File: src/rtl/carregador_matrizes_pkg.sv
`default_nettype none
// ============================================================================
// Package    : pacote_matrizes
// File       : carregador_matrizes_pkg.sv
// Description: Shared constants and state type for the 5x5 matrix loader.
//              TAM_ELEM    - element width in bits (signed two's complement)
//              N_ELEM      - elements per matrix (5x5)
//              LARG_MATRIZ - width of one flattened matrix (200 bits)
//              estado_t    - loader state enumeration
// Revision   : 1.0 - initial release
// ============================================================================
package pacote_matrizes;

  localparam int TAM_ELEM    = 8;
  localparam int N_ELEM      = 25;
  localparam int LARG_MATRIZ = TAM_ELEM * N_ELEM;

  // Explicit 2-bit encoding so the state register width never depends on
  // tool defaults.
  typedef enum logic [1:0] {
    OCIOSO  = 2'd0,
    CARGA_A = 2'd1,
    CARGA_B = 2'd2,
    PRONTO  = 2'd3
  } estado_t;

endpackage : pacote_matrizes
`default_nettype wire

File: src/rtl/carregador_matrizes_registrador.sv
`default_nettype none
// ============================================================================
// Module     : registrador_matriz
// File       : carregador_matrizes_registrador.sv
// Description: N_ELEM x TAM_ELEM storage for one flattened matrix. One element
//              is written per cycle at the index given; a synchronous clear
//              zeroes the whole matrix and takes priority over the write.
// Ports      : clock      - rising-edge clock
//              reset      - asynchronous active-high reset (clears storage)
//              limpar_i   - synchronous clear of every element
//              escrever_i - write enable for element indice_i
//              indice_i   - element index k (0..N_ELEM-1)
//              dado_i     - element value to write
//              matriz_o   - flattened matrix, element k at [TAM_ELEM*k +: TAM_ELEM]
// Revision   : 1.0 - initial release
// ============================================================================
module registrador_matriz #(
  parameter int TAM_ELEM = pacote_matrizes::TAM_ELEM,
  parameter int N_ELEM   = pacote_matrizes::N_ELEM,
  parameter int LARG_IND = (N_ELEM > 1) ? $clog2(N_ELEM) : 1
) (
  input  logic                         clock,
  input  logic                         reset,
  input  logic                         limpar_i,
  input  logic                         escrever_i,
  input  logic [LARG_IND-1:0]          indice_i,
  input  logic [TAM_ELEM-1:0]          dado_i,
  output logic [TAM_ELEM*N_ELEM-1:0]   matriz_o
);

  import pacote_matrizes::*;

  logic [TAM_ELEM*N_ELEM-1:0] matriz_q;

  always_ff @(posedge clock or posedge reset) begin
    if (reset) begin
      matriz_q <= '0;
    end else if (limpar_i) begin
      matriz_q <= '0;
    end else if (escrever_i) begin
      // Decoded write: each element slice compares its own index, which keeps
      // the part-select offsets constant after unrolling.
      for (int k = 0; k < N_ELEM; k++) begin
        if (indice_i == LARG_IND'(k)) begin
          matriz_q[k*TAM_ELEM +: TAM_ELEM] <= dado_i;
        end
      end
    end
  end

  assign matriz_o = matriz_q;

endmodule : registrador_matriz
`default_nettype wire

File: src/rtl/carregador_matrizes.sv
`default_nettype none
// ============================================================================
// Module     : carregador_matrizes
// File       : carregador_matrizes.sv
// Description: Streams two signed 5x5 matrices (A then B) into flattened
//              registers for a downstream adder stage. Element index
//              k = linha + 5*coluna, streamed in order k = 0..24 for A, then
//              immediately k = 0..24 for B. Both matrices are presented as
//              valid and stable until the consumer acknowledges them.
// Ports      : clock             - rising-edge clock
//              reset             - asynchronous active-high reset
//              abortar           - (optional) return to OCIOSO and clear data
//              iniciar           - start request, sampled only in OCIOSO
//              dado              - incoming signed element
//              dado_valido       - dado holds a valid element
//              dado_pronto       - block accepts dado this cycle
//              matriz_a/matriz_b - flattened matrices A and B
//              matrizes_validas  - both matrices complete and stable
//              consumidor_pronto - consumer has taken the matrices
//              ocupado           - high in every state except OCIOSO
// Config     : CARREGADOR_MATRIZES_ABORTAR_EN - adds the abortar input
// Revision   : 1.0 - initial release
// ============================================================================
module carregador_matrizes #(
  parameter int TAM_ELEM = pacote_matrizes::TAM_ELEM,
  parameter int N_ELEM   = pacote_matrizes::N_ELEM
) (
  input  logic                         clock,
  input  logic                         reset,
`ifdef CARREGADOR_MATRIZES_ABORTAR_EN
  input  logic                         abortar,
`endif
  input  logic                         iniciar,
  input  logic signed [TAM_ELEM-1:0]   dado,
  input  logic                         dado_valido,
  output logic                         dado_pronto,
  output logic [TAM_ELEM*N_ELEM-1:0]   matriz_a,
  output logic [TAM_ELEM*N_ELEM-1:0]   matriz_b,
  output logic                         matrizes_validas,
  input  logic                         consumidor_pronto,
  output logic                         ocupado
);

  import pacote_matrizes::*;

  localparam int                  LARG_CONT = (N_ELEM > 1) ? $clog2(N_ELEM) : 1;
  localparam logic [LARG_CONT-1:0] ULTIMO   = LARG_CONT'(N_ELEM - 1);

  estado_t               estado_q, estado_d;
  logic [LARG_CONT-1:0]  cont_q, cont_d;

  logic w_transf;
  logic w_limpar;
  logic w_escreve_a;
  logic w_escreve_b;

  // Outputs are decoded straight from the state register, so the reset
  // values follow the asynchronous state reset with no extra flops, and
  // matrizes_validas rises the cycle after the last B transfer.
  assign dado_pronto      = (estado_q == CARGA_A) || (estado_q == CARGA_B);
  assign ocupado          = (estado_q != OCIOSO);
  assign matrizes_validas = (estado_q == PRONTO);

  assign w_transf = dado_valido && dado_pronto;

  always_comb begin
    estado_d    = estado_q;
    cont_d      = cont_q;
    w_limpar    = 1'b0;
    w_escreve_a = 1'b0;
    w_escreve_b = 1'b0;

    case (estado_q)
      OCIOSO: begin
        if (iniciar) begin
          estado_d = CARGA_A;
          cont_d   = '0;
          w_limpar = 1'b1;
        end
      end

      CARGA_A: begin
        if (w_transf) begin
          w_escreve_a = 1'b1;
          if (cont_q == ULTIMO) begin
            // Last element of A: B starts on the very next cycle.
            estado_d = CARGA_B;
            cont_d   = '0;
          end else begin
            cont_d = cont_q + 1'b1;
          end
        end
      end

      CARGA_B: begin
        if (w_transf) begin
          w_escreve_b = 1'b1;
          if (cont_q == ULTIMO) begin
            estado_d = PRONTO;
            cont_d   = '0;
          end else begin
            cont_d = cont_q + 1'b1;
          end
        end
      end

      PRONTO: begin
        if (consumidor_pronto) begin
          estado_d = OCIOSO;
        end
      end

      default: begin
        estado_d = OCIOSO;
        cont_d   = '0;
      end
    endcase

`ifdef CARREGADOR_MATRIZES_ABORTAR_EN
    // Abort overrides everything decided above, including a write that
    // would otherwise land on this same edge.
    if (abortar) begin
      estado_d    = OCIOSO;
      cont_d      = '0;
      w_limpar    = 1'b1;
      w_escreve_a = 1'b0;
      w_escreve_b = 1'b0;
    end
`endif
  end

  always_ff @(posedge clock or posedge reset) begin
    if (reset) begin
      estado_q <= OCIOSO;
      cont_q   <= '0;
    end else begin
      estado_q <= estado_d;
      cont_q   <= cont_d;
    end
  end

  registrador_matriz #(
    .TAM_ELEM (TAM_ELEM),
    .N_ELEM   (N_ELEM),
    .LARG_IND (LARG_CONT)
  ) u_reg_a (
    .clock      (clock),
    .reset      (reset),
    .limpar_i   (w_limpar),
    .escrever_i (w_escreve_a),
    .indice_i   (cont_q),
    .dado_i     (dado),
    .matriz_o   (matriz_a)
  );

  registrador_matriz #(
    .TAM_ELEM (TAM_ELEM),
    .N_ELEM   (N_ELEM),
    .LARG_IND (LARG_CONT)
  ) u_reg_b (
    .clock      (clock),
    .reset      (reset),
    .limpar_i   (w_limpar),
    .escrever_i (w_escreve_b),
    .indice_i   (cont_q),
    .dado_i     (dado),
    .matriz_o   (matriz_b)
  );

endmodule : carregador_matrizes
`default_nettype wire

File: config.mk
export PLATFORM = sky130hd
export DESIGN_NAME = carregador_matrizes
export DESIGN_NICKNAME = d
export VERILOG_FILES = /design/src/rtl/carregador_matrizes_pkg.sv /design/src/rtl/carregador_matrizes_registrador.sv /design/src/rtl/carregador_matrizes.sv
export SDC_FILE = /design/constraint.sdc
export NUM_CORES = 1
export LEC_CHECK = 0
export CORE_ASPECT_RATIO = 0.6
export CORE_MARGIN = 2
export CORE_UTILIZATION = 46
export CTS_CLUSTER_SIZE = 8
export DETAILED_ROUTE_END_ITERATION = 16
export PLACE_DENSITY = 0.77
export SYNTH_ARGS = -nofsm -noshare
export SYNTH_HDL_FRONTEND = slang
export SYNTH_HIERARCHICAL = 1
export SYNTH_SLANG_ARGS = --single-unit
File: constraint.sdc
create_clock -name clock -period 6.8 [get_ports clock]
set_input_delay 1.36 -clock clock [delete_from_list [all_inputs] [get_ports clock]]
set_output_delay 1.36 -clock clock [all_outputs]
set_load 0.01 [all_outputs]
# == After elaboration in Yosys (flattened, before gate mapping) ==
# Index checks and enable logic that the tools add are counted.
# word_totals
regBits,407
in_bits,13
out_inout_bits,403
elab_cells,218
# op_classes
addsub,1
eq_ne,34
mux,45
n_reduce_logical,86
# op_table
operator,count
$mux W200,4
$mux W8,25
$reduce_and A2 Y1,50
$reduce_bool A2 Y1,29
$eq A5 B5 Y1 const B,9
$eq A5 B4 Y1 const B,8
$eq A5 B3 Y1 const B,4
$mux W5,3
$mux W2,6
$eq A5 B2 Y1 const B,2
$pmux W5 S2,1
$ne A2 B1 Y1 const B,4
$pmux W2 S4,1
$ne A2 B2 Y1 const B,3
$reduce_and A6 Y1,1
$add A5 B1 Y5 const B,1
$eq A5 B1 Y1 const B,1
$logic_not A5 Y1,1
$mux W1,5
$eq A2 B2 Y1 const B,2
$reduce_and A3 Y1,1
$eq A2 B1 Y1 const B,1
$logic_not A2 Y1,1
$reduce_or A2 Y1,1
2 further kinds,2

# == Logic depth before layout (Yosys ltp) ==
# depth
word_depth,7
ltp_mapped,8
ltp_nobuf,6

# == By module ==
# The synthesis kept the hierarchy.
# by_module_without_submodules
mod,instances,cells_per_inst,area_each_um2,seq_area_each_um2
registrador_matriz,2,705,8863.5,5004.8
carregador_matrizes,1,53,491.7,175.2

# == Worst setup path after synthesis ==
# No wires, ideal clock.
# synth_timing
kind,input-to-reg
start,input dado_valido
end,register u_reg_a.matriz_q[152] (netlist: u_reg_a/matriz_o[152])
setup_ns,0.137
t_arrival_ns,2.365
t_required_ns,6.663
path_slack_ns,4.298
stages,5
n_path_buf,1
path_cell_list,and3_2 > nor4bb_1 > buf_2 > nand3_2 > mux2i_1
# synth_via
elab_chain_cells,5
# synth_rtl
element,line,source
from (decl),carregador_matrizes.sv:35,"input logic dado_valido,"
$logic_and A1 B1 Y1,carregador_matrizes.sv:64,assign w_transf = dado_valido && dado_pronto;
$mux W1,carregador_matrizes.sv:83,if (w_transf) begin
$mux W1,carregador_matrizes.sv:73,case (estado_q)
$reduce_bool A2 Y1 (no line),n/a,
$reduce_and A2 Y1 (no line),n/a,
"to (signal, indexed assignment)",carregador_matrizes_registrador.sv:45,matriz_q[k*TAM_ELEM +: TAM_ELEM] <= dado_i;
to (decl),carregador_matrizes_registrador.sv:33,logic [TAM_ELEM*N_ELEM-1:0] matriz_q;
# Every way passes these cells.
# A chain may end at the register's enable or synchronous reset.

# == Final worst setup path ==
# layout_timing
start,input iniciar
end,register u_reg_b.matriz_q[134] (netlist: u_reg_b/matriz_o[134])
# layout_via
elab_chain_cells,4
word_cells_on_any_way,6
classes_between,mux (3); reduce/logical (3)
# layout_rtl
element,line,source
from (decl),carregador_matrizes.sv:33,"input logic iniciar,"
$mux W1 (*),carregador_matrizes.sv:75,if (iniciar) begin
$mux W1 (*),carregador_matrizes.sv:73,
via w_limpar,carregador_matrizes.sv:53,logic w_limpar;
$reduce_bool A2 Y1 (no line),n/a,
$reduce_and A2 Y1 (no line),n/a,
"to (signal, indexed assignment)",carregador_matrizes_registrador.sv:45,
to (decl),carregador_matrizes_registrador.sv:33,
# The timed path passes the listed nets; every way through them passes the cells marked *.

==> impl_metrics.py <==
metrics = {
    "outcome": {
        "run_status": "complete, no violations",
    },
    "place": {
        "port_buffers": 415,
        "hpwl_um": 34700,
        "place_congestion": 0.804,
        "dp_cells": 2300,
        "dpl_cell_area_mm2": 0.0227,
    },
    "routing": {
        "num_vias": 12400,
        "detail-route-antenna-nets": 0,
        "drt_iter0_drc": 860,
        "wl_um": 53500,
        "first_pass_iters": 5,
        "via_per_inst": 5.26,
        "wl_per_cell_um": 22.6,
        "drcViolationCount": 0,
    },
    "synthesis": {
        "synth_area_mm2": 0.0182,
        "synthDistinctLibCells": 33,
        "synth_compound_area_frac": 0.00330,
        "ys_warn_count": 6,
        "synth_top_family_by_area": "multiplexers",
        "muxShareOfSynthArea": 0.221,
        "syn_nets": 1482,
        "synth-seq-area-share": 0.559,
        "syn_inst": 1463,
        "synth-adder-area-share": 0.00412,
        "yosys.area_share.simple": 0.181,
        "synth_xor_area_frac": 0.000961,
        "syn_area_per_cell_um2": 12.5,
        "synth-seq-cells": 407,
    },
    "clock_tree": {
        "clk_pin_slew_ns": 0.05,
        "post_cts.repair.setup_buffers": 0,
        "clock_sinks": 407,
        "cts_made_buffers": 56,
        "cts_resized": 0,
        "cts_buffer_depth": 3,
        "root_buffer": "clkbuf_16",
        "worstSkewPairLatency_ns": 0.57,
        "cts.htree.levels": 2,
        "cts_tree": "yes",
        "holdBufCountCts": 0,
    },
    "sta": {
        "finalMaxSlewViolations": 0,
        "min_period_over_period": 0.512,
        "skew_ns": 0.0157,
        "rsz0062_at_grt": "no",
        "max_freq_mhz": 287,
        "tightest_slew_ns": 1.26,
        "slew_headroom": 0.163,
        "hold_viol_final": 0,
        "setup_viol": 0,
        "post-route-min-period_ns": 3.48,
        "tns_ns": 0,
    },
    "critical_path": {
        "worstPathMaxFanout": 106,
        "worst-path-buf-inv": 1,
        "cpLargestDelayFamily": "simple AND/OR/NAND/NOR gates",
        "end_kind": "register",
        "max_stage_delay_ns": 1.04,
        "cp_cell_sequence": "clkdlybuf4s50_1 > and2_4 > nand2b_1 > mux2i_1",
        "worstPathRequired_ns": 7.17,
        "crit_type": "input port to register",
        "r2r-start": "estado_q[0]",
        "arrival_ns": 3.85,
        "cp_slowest_cell": "nand2b_1",
        "crit_start": "iniciar",
        "cp-start-kind": "input port",
    },
    "floorplanning": {
        "fp.dieW_um": 261,
        "pin_count": 416,
        "core_region_area_mm2": 0.0390,
        "rows": 56,
        "die_area_mm2": 0.0413,
        "start_util": 0.467,
        "die_y_um": 158,
    },
    "global_routing": {
        "grt_pass1_vias": 12800,
        "grt_pass1_wl_um": 80300,
        "grt_max_degree": 312,
        "antenna_found_initial": 2,
        "overflow": 0,
        "grt_use_total": 0.256,
    },
    "final_layout": {
        "area_growth_pct": 32.5,
        "drive_gt1_frac": 0.0767,
        "layout.nets": 1855,
        "multi_input_area_mm2": 0.00748,
        "final_cells": 2362,
        "seqCellArea_mm2": 0.0102,
        "design_area_mm2": 0.0241,
        "fill_cells": 2986,
    },
    "power_and_ir_drop": {
        "leakagePower_nw": 12.7,
        "p_per_area_mw_per_mm2": 304,
        "vdd_drop_max_mv": 0.234,
    },
    "hold_path": {
        "min_from": "u_reg_b/matriz_o[158]",
        "hp-class": "register to register",
    },
    "run": {
        "max_cap_violations": 0,
    },
}
## logic make-up after synthesis
group | Yosys count
buffers and inverters | 128
DFF | 407
adders and majority gates | 6
xor gates and xnor gates | 2
muxes | 402
AOI/OAI and AO/OA | 8
and+or+nand+nor | 510
## worst paths after layout
check | end | slack (ns) | cells past startpoint
max in group asynchronous | u_reg_b/matriz_o[188] | 3.99 | 3
worst max-delay path | u_reg_b/matriz_o[134] | 3.32 | 4
min in group asynchronous | u_reg_a/matriz_o[197] | 1.37 | 2
worst max register to register | u_reg_b/matriz_o[134] | 3.81 | 5
worst min register to register | u_reg_b/matriz_o[158] | 0.54 | 2
worst min-delay path | u_reg_b/matriz_o[158] | 0.54 | 2
## cell usage after synthesis, drive strengths merged
cell	count	area [µm²]
nand2b	417	2610
dfrtp	407	10200
mux2i	401	4010
clkbuf	96	360
nand2	44	255
buf	22	158
nand3	15	140
inv	10	37.5
nor2b	9	56.3
ha	6	75.1
nor2	6	22.5
and4b	4	40.0
and4bb	4	50.1
o21ai	4	20.0
and2	2	13.8
and4	2	17.5
nand4b	2	17.5
nor4b	2	47.6
nor4bb	2	20.0
xor2	2	17.5
a21o	1	7.51
a221oi	1	15.0
a22o	1	8.76
and3	1	7.51
mux2	1	15.0
o221ai	1	8.76
## cell type report
| class | instances | share of cell area |
|---|---|---|
| Sequential cell | 407 | 0.422 |
| Tap cell | 522 | 0.0270 |
| Multi-Input combinational cell | 928 | 0.310 |
| Clock buffer | 58 | 0.0592 |
| Clock inverter | 2 | 0.000725 |
| Antenna cell | 2 | 0.000207 |
| Inverter | 10 | 0.00187 |
| Timing Repair Buffer | 433 | 0.179 |
## routing by layer
metal  track usage  vias up  wire length, µm
met2         0.397      316            25100
li1              -     5572                -
met1         0.362     6459            24100
met3        0.0503       84             2690
met4        0.0846        0             1580
met5             0        -                0
## stage by stage
stage | util | hold WS, ns | worst slack [ns] | power, mW
CTS | 0.619 | 0.543 | 3.36 | 7.41
global route | 0.619 | 0.562 | 3.15 | 7.66
floorplan | - | 0.534 | 2.85 | 4.03
finish | 0.619 | 0.540 | 3.32 | 7.34
global placement | 0.581 | 0.529 | 2.90 | 4.89
detailed placement | 0.581 | 0.530 | 2.77 | 4.94
## worst min-delay path, delay by kind of cell, from the launching register on
| family | cells | cell delay, ns |
|---|---|---|
| flip-flops | 1 | 0.37 |
| multiplexers | 1 | 0.06 |
| AND/OR/NAND/NOR | 1 | 0.06 |
## sequential cells by signal, indices dropped and copies added (netlist names)
signal            cells
u_reg_a/matriz_o    200
u_reg_b/matriz_o    200
cont_q                5
estado_q              2
## cells in the final DEF (no fill, tap or decap), types with 2 or more instances in the layout
cell,instances
o21ai_0,3
nand2_1,8
dfrtp_1,407
nor2b_1,9
diode_2,2
buf_12,3
nor4b_4,2
nand2_2,36
and4bb_2,4
and4b_1,4
and4_1,2
nand3_2,13
mux2i_1,401
nand4b_1,2
nor2_1,6
clkdlybuf4s50_1,415
nand3_1,2
nor4bb_1,2
xor2_1,2
buf_4,15
inv_1,7
nand2b_1,416
clkinvlp_4,2
clkbuf_16,57
inv_6,2
ha_1,6
## power by group
group          switching [mW]  leakage (nW)  internal, mW  total (mW)
clock                   0.980         0.713          1.46        2.44
combinational            1.04          6.29         0.950        1.99
sequential              0.220          5.66          2.69        2.91
total                    2.24          12.7          5.10        7.34
(Power assumes the default switching activity.)
